$ cat config.mk
export PLATFORM = sky130hd
export DESIGN_NAME = placar_pontos
export DESIGN_NICKNAME = d
export VERILOG_FILES = /design/src/rtl/placar_pontos_pkg.sv /design/src/rtl/placar_pontos_detector_borda.sv /design/src/rtl/placar_pontos.sv
export SDC_FILE = /design/constraint.sdc
export NUM_CORES = 1
export LEC_CHECK = 0
export ABC_AREA = 1
export CAP_MARGIN = 40
export CORE_AREA = 3 3 88 57
export DETAILED_ROUTE_END_ITERATION = 8
export DIE_AREA = 0 0 91 60
export MAX_ROUTING_LAYER = met4
export PLACE_DENSITY = 0.67
export RECOVER_POWER = 25
export REMOVE_ABC_BUFFERS = 1
export SYNTH_ARGS = -nofsm -noshare
export SYNTH_HDL_FRONTEND = slang
export SYNTH_HIERARCHICAL = 1
export SYNTH_SLANG_ARGS = --single-unit
$ cat constraint.sdc
create_clock -name clock -period 2.5 [get_ports clock]
set_input_delay 0.5 -clock clock [delete_from_list [all_inputs] [get_ports clock]]
set_output_delay 0.5 -clock clock [all_outputs]
set_load 0.05 [all_outputs]
$ cat src/rtl/placar_pontos_pkg.sv
// Shared definitions for the rhythm-game scoreboard: FSM encoding,
// multiplier thresholds and the score width.
package placar_pontos_pkg;

    typedef enum logic [1:0] {
        OCIOSO  = 2'b00,
        JOGANDO = 2'b01,
        FIM     = 2'b10
    } estado_t;

    localparam int unsigned LARGURA_PONTOS = 7;
    localparam int unsigned LARGURA_COMBO  = 4;

    localparam logic [LARGURA_COMBO-1:0] LIMIAR_MULT2 = 4'd4;
    localparam logic [LARGURA_COMBO-1:0] LIMIAR_MULT3 = 4'd8;

    // Points awarded by the next hit, derived from the current combo
    function automatic logic [1:0] calc_multiplicador(input logic [LARGURA_COMBO-1:0] c);
        if (c >= LIMIAR_MULT3)
            return 2'd3;
        else if (c >= LIMIAR_MULT2)
            return 2'd2;
        else
            return 2'd1;
    endfunction

endpackage

$ cat src/rtl/placar_pontos_detector_borda.sv
// Registered rising-edge detector: one-cycle pulse the cycle after a 0->1 sample.
module detector_borda (
    input  logic clock,
    input  logic zera_as_n,
    input  logic sinal,
    output logic pulso
);

    logic r_anterior;
    logic r_pulso;

    // History register and registered pulse; history clears on reset so a
    // level already high at release yields one event
    always_ff @(posedge clock or negedge zera_as_n) begin
        if (!zera_as_n) begin
            r_anterior <= 1'b0;
            r_pulso    <= 1'b0;
        end else begin
            r_anterior <= sinal;
            r_pulso    <= sinal & ~r_anterior;
        end
    end

    assign pulso = r_pulso;

endmodule

$ cat src/rtl/placar_pontos.sv
// Scoreboard for a rhythm game: edge-detected controls, score/combo
// datapath with saturation, and best-score tracking across matches.
module placar_pontos
    import placar_pontos_pkg::*;
#(
    parameter int unsigned PONTOS_MAX = 99,
    parameter int unsigned COMBO_MAX  = 15
) (
    input  logic                      clock,
    input  logic                      zera_as_n,
    input  logic                      iniciar,
    input  logic                      fim_partida,
    input  logic                      acerto,
    input  logic                      erro,
    output logic [LARGURA_PONTOS-1:0] pontos,
    output logic [LARGURA_COMBO-1:0]  combo,
    output logic [1:0]                multiplicador,
    output logic [LARGURA_PONTOS-1:0] recorde,
    output logic                      novo_recorde,
    output logic                      jogando
);

    localparam logic [7:0]               PMAX = 8'(PONTOS_MAX);
    localparam logic [LARGURA_COMBO-1:0] CMAX = LARGURA_COMBO'(COMBO_MAX);

    logic w_ini, w_fim, w_acerto, w_erro;

    detector_borda u_borda_ini    (.clock(clock), .zera_as_n(zera_as_n), .sinal(iniciar),     .pulso(w_ini));
    detector_borda u_borda_fim    (.clock(clock), .zera_as_n(zera_as_n), .sinal(fim_partida), .pulso(w_fim));
    detector_borda u_borda_acerto (.clock(clock), .zera_as_n(zera_as_n), .sinal(acerto),      .pulso(w_acerto));
    detector_borda u_borda_erro   (.clock(clock), .zera_as_n(zera_as_n), .sinal(erro),        .pulso(w_erro));

    estado_t                   r_estado;
    logic [LARGURA_PONTOS-1:0] r_pontos;
    logic [LARGURA_COMBO-1:0]  r_combo;
    logic [LARGURA_PONTOS-1:0] r_recorde;
    logic                      r_novo_recorde;
    logic                      r_jogando;
    logic                      r_avaliar;

    logic [1:0]                w_mult;
    logic [7:0]                w_soma;
    logic [LARGURA_PONTOS-1:0] w_pontos_acerto;
    logic [LARGURA_PONTOS-1:0] w_pontos_erro;
    logic [LARGURA_COMBO-1:0]  w_combo_inc;

    // Next-value candidates: saturating add (8-bit, cannot wrap) and floor-at-zero subtract
    always_comb begin
        w_mult          = calc_multiplicador(r_combo);
        w_soma          = {1'b0, r_pontos} + {6'b0, w_mult};
        w_pontos_acerto = (w_soma > PMAX) ? PMAX[LARGURA_PONTOS-1:0] : w_soma[LARGURA_PONTOS-1:0];
        w_pontos_erro   = (r_pontos == '0) ? '0 : r_pontos - 7'd1;
        w_combo_inc     = (r_combo >= CMAX) ? CMAX : r_combo + 4'd1;
    end

    // Match FSM with registered outputs; the record compare is deferred one
    // cycle after entering FIM so a score update on the same edge is seen
    always_ff @(posedge clock or negedge zera_as_n) begin
        if (!zera_as_n) begin
            r_estado       <= OCIOSO;
            r_pontos       <= '0;
            r_combo        <= '0;
            r_recorde      <= '0;
            r_novo_recorde <= 1'b0;
            r_jogando      <= 1'b0;
            r_avaliar      <= 1'b0;
        end else begin
            case (r_estado)
                OCIOSO: begin
                    if (w_ini) begin
                        r_estado       <= JOGANDO;
                        r_pontos       <= '0;
                        r_combo        <= '0;
                        r_novo_recorde <= 1'b0;
                        r_jogando      <= 1'b1;
                    end
                end
                JOGANDO: begin
                    if (w_erro) begin
                        r_pontos <= w_pontos_erro;
                        r_combo  <= '0;
                    end else if (w_acerto) begin
                        r_pontos <= w_pontos_acerto;
                        r_combo  <= w_combo_inc;
                    end
                    if (w_fim) begin
                        r_estado       <= FIM;
                        r_jogando      <= 1'b0;
                        r_avaliar      <= 1'b1;
                        r_novo_recorde <= 1'b0;
                    end
                end
                FIM: begin
                    if (r_avaliar) begin
                        r_avaliar <= 1'b0;
                        if (r_pontos > r_recorde) begin
                            r_recorde      <= r_pontos;
                            r_novo_recorde <= 1'b1;
                        end
                    end
                    if (w_ini) begin
                        r_estado       <= JOGANDO;
                        r_pontos       <= '0;
                        r_combo        <= '0;
                        r_novo_recorde <= 1'b0;
                        r_jogando      <= 1'b1;
                        r_avaliar      <= 1'b0;
                    end
                end
                default: begin
                    r_estado  <= OCIOSO;
                    r_jogando <= 1'b0;
                    r_avaliar <= 1'b0;
                end
            endcase
        end
    end

    assign pontos        = r_pontos;
    assign combo         = r_combo;
    assign multiplicador = w_mult;
    assign recorde       = r_recorde;
    assign novo_recorde  = r_novo_recorde;
    assign jogando       = r_jogando;

endmodule
After elaboration in Yosys (flattened, before gate mapping)
Index checks and enable logic that the tools add are counted.
{ "totals": {"output_inout_bits": 22, "wordCells": 76, "ff_bits": 31} }
{ "classes": {"n_eq_ne": 8, "reduce_logical": 10, "n_bitwise": 9, "order_cmp": 5, "add_sub_neg": 3, "mux": 26} }
{ "ops": {"columns": ["op", "count"], "rows": [
  ["two-way mux 7 bit", 5],
  ["two-way mux 4 bit", 4],
  ["one-hot mux 7 bit (2 select lines)", 1],
  ["adder 7 x 2 -> 8 bit", 1],
  [">= comparator 4 bit, second input constant", 2],
  ["greater-than comparator 8 x 7 -> 1 bit, second input constant", 1],
  ["two-way mux 2 bit", 4],
  ["one-hot mux 4 bit (2 select lines)", 1],
  ["greater-than comparator 7 bit", 1],
  ["logical NOT 7 bit", 1],
  ["two-way mux 1 bit", 7],
  ["subtractor 7 x 1 -> 7 bit, second input constant", 1],
  ["inequality test 2 x 1 -> 1 bit, second input constant", 3],
  ["inequality test 3 x 2 -> 1 bit, second input constant", 2],
  ["AND reduction 3 bit", 2],
  ["NOT 1 bit", 5],
  ["AND reduction 5 bit", 1],
  ["adder 4 x 1 -> 4 bit, second input constant", 1],
  ["AND 1 bit", 4],
  [">= comparator 4 x 3 -> 1 bit, second input constant", 1],
  ["one-hot mux 1 bit (2 select lines)", 2],
  ["one-hot mux 2 bit (2 select lines)", 1],
  ["AND reduction 2 bit", 2],
  ["inequality test 3 x 1 -> 1 bit, second input constant", 1],
  ["7 further kinds", 7]
]} }

Depth between registers and ports, before layout
{ "logic_depth": {"ltp_word": 9, "mapped_depth": 15} }

Hierarchy
Netlist, hierarchy kept.
{ "by_module_without_submodules": {"columns": ["mod", "cells_per_inst", "area_per_inst_um2", "seq_area_each_um2", "n_inst"], "rows": [
  ["placar_pontos", 223, 1646.6, 575.6, 1],
  ["detector_borda", 4, 60.1, 50.0, 4]
]} }

Worst setup path before layout
No wires, ideal clock.
{ "synth_timing": {"kind": "register to register", "start": "register r_combo[3], in the netlist combo[3]", "end": "register r_pontos[2], in the netlist pontos[2]", "slack_ps": -161, "path_stages_with_launch": 14, "arrival_ps": 2545, "required_ps": 2384, "path_buffers": 0, "cell_sequence": "dfrtp_1 -> inv_1 -> nand2_1 -> ha_1 -> inv_1 -> fa_1 -> o21ai_0 -> nand2_1 -> nand3_1 -> nand3_2 -> nand3_1 -> nand2_1 -> nand2_1 -> nand2_1"} }
{ "synth_between": {"elab_chain_cells": 9} }
{ "synth_rtl": {"columns": ["element", "line", "rtl"], "rows": [
  ["from (decl)", "placar_pontos.sv:35", "logic [LARGURA_COMBO-1:0] r_combo;"],
  ["from (signal assigned)", "placar_pontos.sv:84", "r_combo <= w_combo_inc;"],
  [">= comparator 4 x 3 -> 1 bit", "placar_pontos_pkg.sv:21", "else if (c >= LIMIAR_MULT2)"],
  ["two-way mux 2 bit", "placar_pontos_pkg.sv:21", null],
  ["two-way mux 2 bit *", "placar_pontos_pkg.sv:19", "if (c >= LIMIAR_MULT3)"],
  ["net multiplicador[0]", "placar_pontos.sv:17", "output logic [1:0] multiplicador,"],
  ["adder 7 x 2 -> 8 bit *", "placar_pontos.sv:50", "w_soma = {1'b0, r_pontos} + {6'b0, w_mult};"],
  ["greater-than comparator 8 x 7 -> 1 bit", "placar_pontos.sv:51", "w_pontos_acerto = (w_soma > PMAX) ? PMAX[LARGURA_PONTOS-1:0] : w_soma[LARGURA_PONTOS-1:0];"],
  ["two-way mux 7 bit *", "placar_pontos.sv:51", null],
  ["two-way mux 7 bit *", "placar_pontos.sv:82", "end else if (w_acerto) begin"],
  ["two-way mux 7 bit *", "placar_pontos.sv:79", "if (w_erro) begin"],
  ["one-hot mux 7 bit (2 select lines) *", "placar_pontos.sv:68", "case (r_estado)"],
  ["to (signal assigned)", "placar_pontos.sv:80", "r_pontos <= w_pontos_erro;"],
  ["to (signal assigned)", "placar_pontos.sv:83", "r_pontos <= w_pontos_acerto;"],
  ["to (decl)", "placar_pontos.sv:34", "logic [LARGURA_PONTOS-1:0] r_pontos;"]
]} }
The timed path passes the listed nets; every way through them passes the cells marked *. The select of a mux whose other input is x is not followed.
A chain may end at the register's enable or synchronous reset.

Final worst setup path
{ "layout_timing": {"start": "register r_pontos[4], in the netlist pontos[4]", "end": "output port pontos[4]"} }
{ "layout_lines": {"columns": ["element", "line", "rtl"], "rows": [
  ["to (decl)", "placar_pontos.sv:15", "output logic [LARGURA_PONTOS-1:0] pontos,"]
]} }
No word-level cell between the ends.

==> summary.md <==
| Metric | Value |
|---|---|
| Status | `finished, violations left` |
| Violated checks | `capacitance limit, slew limit` |
| Worst-case clock buffer depth | `2` |
| Synthesized-area fraction occupied by xor and xnor cells | `2.32%` |
| Max Freq | `439 MHz` |
| Number of H-tree levels | `2` |
| Post-route cell area | `2300 µm²` |
| Antenna violations before repair | `0` |
| Simple-gate area share of the yosys netlist | `26.7%` |
| GRT Total Usage | `17.0%` |
| Number of cells on the critical path | `1` |
| Switching power share of the total | `51.3%` |
| Die span in y | `60 µm` |
| Post-synthesis cell type count | `29` |
| Core Util, Final | `55.6%` |
| Wire length of the first global-routing pass | `7100 µm` |
| Layout cell share with drive strength beyond 1 | `10.3%` |
| CP endpoint kind | `primary output` |
| Final count of hold timing violations | `0` |
| Worst IR drop on VDD | `0.000536 V` |
| Req. time, crit path | `2000 ps` |
| Number of pins with negative max-slew slack in the final report | `32` |
| Vias per Instance | `4.89` |
| Synthesized cell area | `1890 µm²` |
| Worst setup skew after layout | `2.04 ps` |
| Buf/Inv on CP | `1` |
| Synth Warn # | `6` |
| Proportion of synthesized chip area in sequential cells | `41.1%` |
| Detailed placer's ending HPWL | `3180 µm` |
| Setup crit start | `pontos[4]` |
| Die Wd | `91 µm` |
| Highest net fanout along the worst path | `12` |
| Kind of critical path | `reg -> out` |
| Placed insts | `325` |
| Sequential cell fraction of total power | `28.2%` |
| Routed WL | `4100 µm` |
| Most common library cell in the layout ignoring fill and taps | `nand2_1` |
| Pin count of the biggest net entering global routing | `32` |
| Worst Min Path Start | `u_borda_acerto/r_anterior` |
| Arrival @ worst endpoint | `1780 ps` |
| Reported leakage power | `1.15 nW` |
| Arithmetic-cell share of the synthesized area counting full adders, half adders and majority gates | `9.02%` |
| Quantity of hold-fixing buffers added after cts | `0` |
| Layout-stage area growth over the synthesis result | `22.1%` |
| Port Buf Inserts | `27` |
| Delay of the slowest critical-path stage | `890 ps` |
| Total number of placement rows | `18` |
| Crit start category | `flop` |
| Combinational share of power | `59.0%` |
| Hold Crit Class | `reg -> reg` |
| Number of maximum-capacitance violations | `1` |
| Clock-pin slew on the worst setup and hold paths | `60 ps` |
| Int Pwr | `1.44 mW` |
| Normalized max-slew margin | `-11.7%` |
| Number of cells on the worst hold path | `1` |
| Vias in the first global route | `1484` |
| Effective utilization at floorplan | `45.5%` |
| #FFs+latches synth | `31` |
| Net switching power | `1.52 mW` |
| Num CTS Buffers | `5` |
| Post-Syn Instances | `239` |
| Combinational family with the most area after synthesis | `simple AND/OR/NAND/NOR gates` |
| Remaining routing DRC violations | `0` |
| Slowest cell on the critical path | `clkdlybuf4s50_1` |
| Setup repair after global routing missed its margin | `no` |
| Setup TNS | `0 ps` |
| Total Nets Final | `291` |
| List of cells traversed by the critical path | `clkdlybuf4s50_1` |
| Clock latency reported for the late side of the worst-skew pair | `280 ps` |
| Antenna Diode Count | `0` |
| 1st-iter DRT viols | `151` |
| Number of antenna-violating nets in the routed design | `0` |
| Clk network pwr share | `12.8%` |
| Boundary pin count | `28` |
| Post-CTS setup buffers | `0` |
| Worst reg2reg path depth | `13` |
| Commonest cells after routing, fill and taps aside | `nand2_1, inv_1, dfrtp_1` |
| Actual slew at the worst max-slew pin | `1680 ps` |
| Top delay family on crit path | `buffers and inverters` |
| Via Count | `1630` |
| Number of standard cells in the final layout excluding fillers | `333` |
| GP Congestion | `0.928` |
| Mapped Avg Cell Area | `7.89 µm²` |
| Worst R2R Start | `combo[3]` |
| Drt wl/cell | `12.3 µm` |
| Number of sinks on the clock net | `31` |
| Placeable core region | `4140 µm²` |
| Final count of negative-setup-slack endpoints | `0` |
| Root Driver | `clkbuf_8` |
| Count of instances resized after the clock tree is built | `0` |
| Areal power density over the cells | `1290 nW/µm²` |
| Min cycle time layout | `2280 ps` |
| Period utilization | `91.1%` |
| Final-layout fill cell count | `397` |
| Cell area reported after detailed placement | `2220 µm²` |
| Die Area | `5460 µm²` |
| Synthesized-area fraction occupied by ao, oa, aoi and oai cells | `11.0%` |
| Power, Total | `2.96 mW` |
| First drt pass iteration count | `4` |
| Grt total ovfl | `0` |
| CTS tree | `yes` |
| Mux share of post-synthesis cell area | `0%` |
cell families after synthesis:
family / after synthesis
buffers and inverters: 45
xor gates and xnor gates: 5
DFF: 31
and+or+nand+nor: 108
adders and majority gates: 13
AOI/OAI and AO/OA: 37
flip-flops by register name (all words and copies together), names as in the netlist, 2 cells and up:
signal    count
combo         4
pontos        7
r_estado      2
recorde       7
final timing paths:
check,slack [ps],endpoint
setup / recovery,220,pontos[4]
setup reg to reg,320,pontos[4]
max in group asynchronous,410,combo[3]
min in group asynchronous,1110,recorde[3]
hold / removal,410,u_borda_acerto/pulso
hold reg to reg,410,u_borda_acerto/pulso
area by class of cell:
| cell class | instances | area [µm²] | area share [%] |
|---|---|---|---|
| Clock buffer | 6 | 72.6 | 3.15 |
| Clock inverter | 2 | 12.5 | 0.543 |
| Inverter | 41 | 154 | 6.68 |
| Multi-Input combinational cell | 163 | 926 | 40.2 |
| Sequential cell | 31 | 776 | 33.7 |
| Tap cell | 60 | 75.1 | 3.26 |
| Timing Repair Buffer | 30 | 289 | 12.5 |
stage by stage:
stage	hold WS (ps)	setup slack [ps]
3_3_place_gp	394	352
3_5_place_dp	399	373
2_1_floorplan	204	-175
4_1_cts	410	214
5_1_grt	420	120
6_report	409	223
per-layer routing:
layer | vias up | routed length (µm) | global-route usage (%) | part of all wire, %
li1 | 834 | - | - | -
met1 | 739 | 2050 | 24.0 | 50
met2 | 53 | 1700 | 24.3 | 42
met3 | 4 | 334 | 5.16 | 8.1
met4 | 0 | 14 | 3.22 | 0.34
met5 | - | 0 | - | 0
power by group through the flow:
stage                     clock network [mW]  logic [mW]  registers [mW]
after global placement                     0        1.73           0.844
after CTS                              0.395        1.75           0.841
final                                  0.380        1.75           0.835
after global routing                   0.421        1.94           0.869
after floorplan                            0       0.857            1.21
after detailed placement                   0        1.75           0.850
cells in the mapped netlist (all sizes together):
| cell type | n | area [µm²] |
|---|---|---|
| o211ai | 2 | 15.0 |
| a21o | 2 | 15.0 |
| nand4 | 4 | 25.0 |
| o22ai | 1 | 6.26 |
| fa | 1 | 20.0 |
| a21oi | 7 | 35.0 |
| nor3 | 1 | 10.0 |
| a41oi | 1 | 8.76 |
| clkinv | 1 | 3.75 |
| nand3 | 19 | 100 |
| o21ai | 21 | 105 |
| buf | 4 | 31.3 |
| inv | 40 | 150 |
| dfrtp | 31 | 776 |
| xnor2 | 1 | 8.76 |
| o31ai | 3 | 22.5 |
| nand2 | 66 | 255 |
| nor2 | 17 | 106 |
| ha | 12 | 150 |
| xor2 | 4 | 35.0 |
| nand3b | 1 | 7.51 |
No activity file was read; power rests on OpenSTA's default activity.
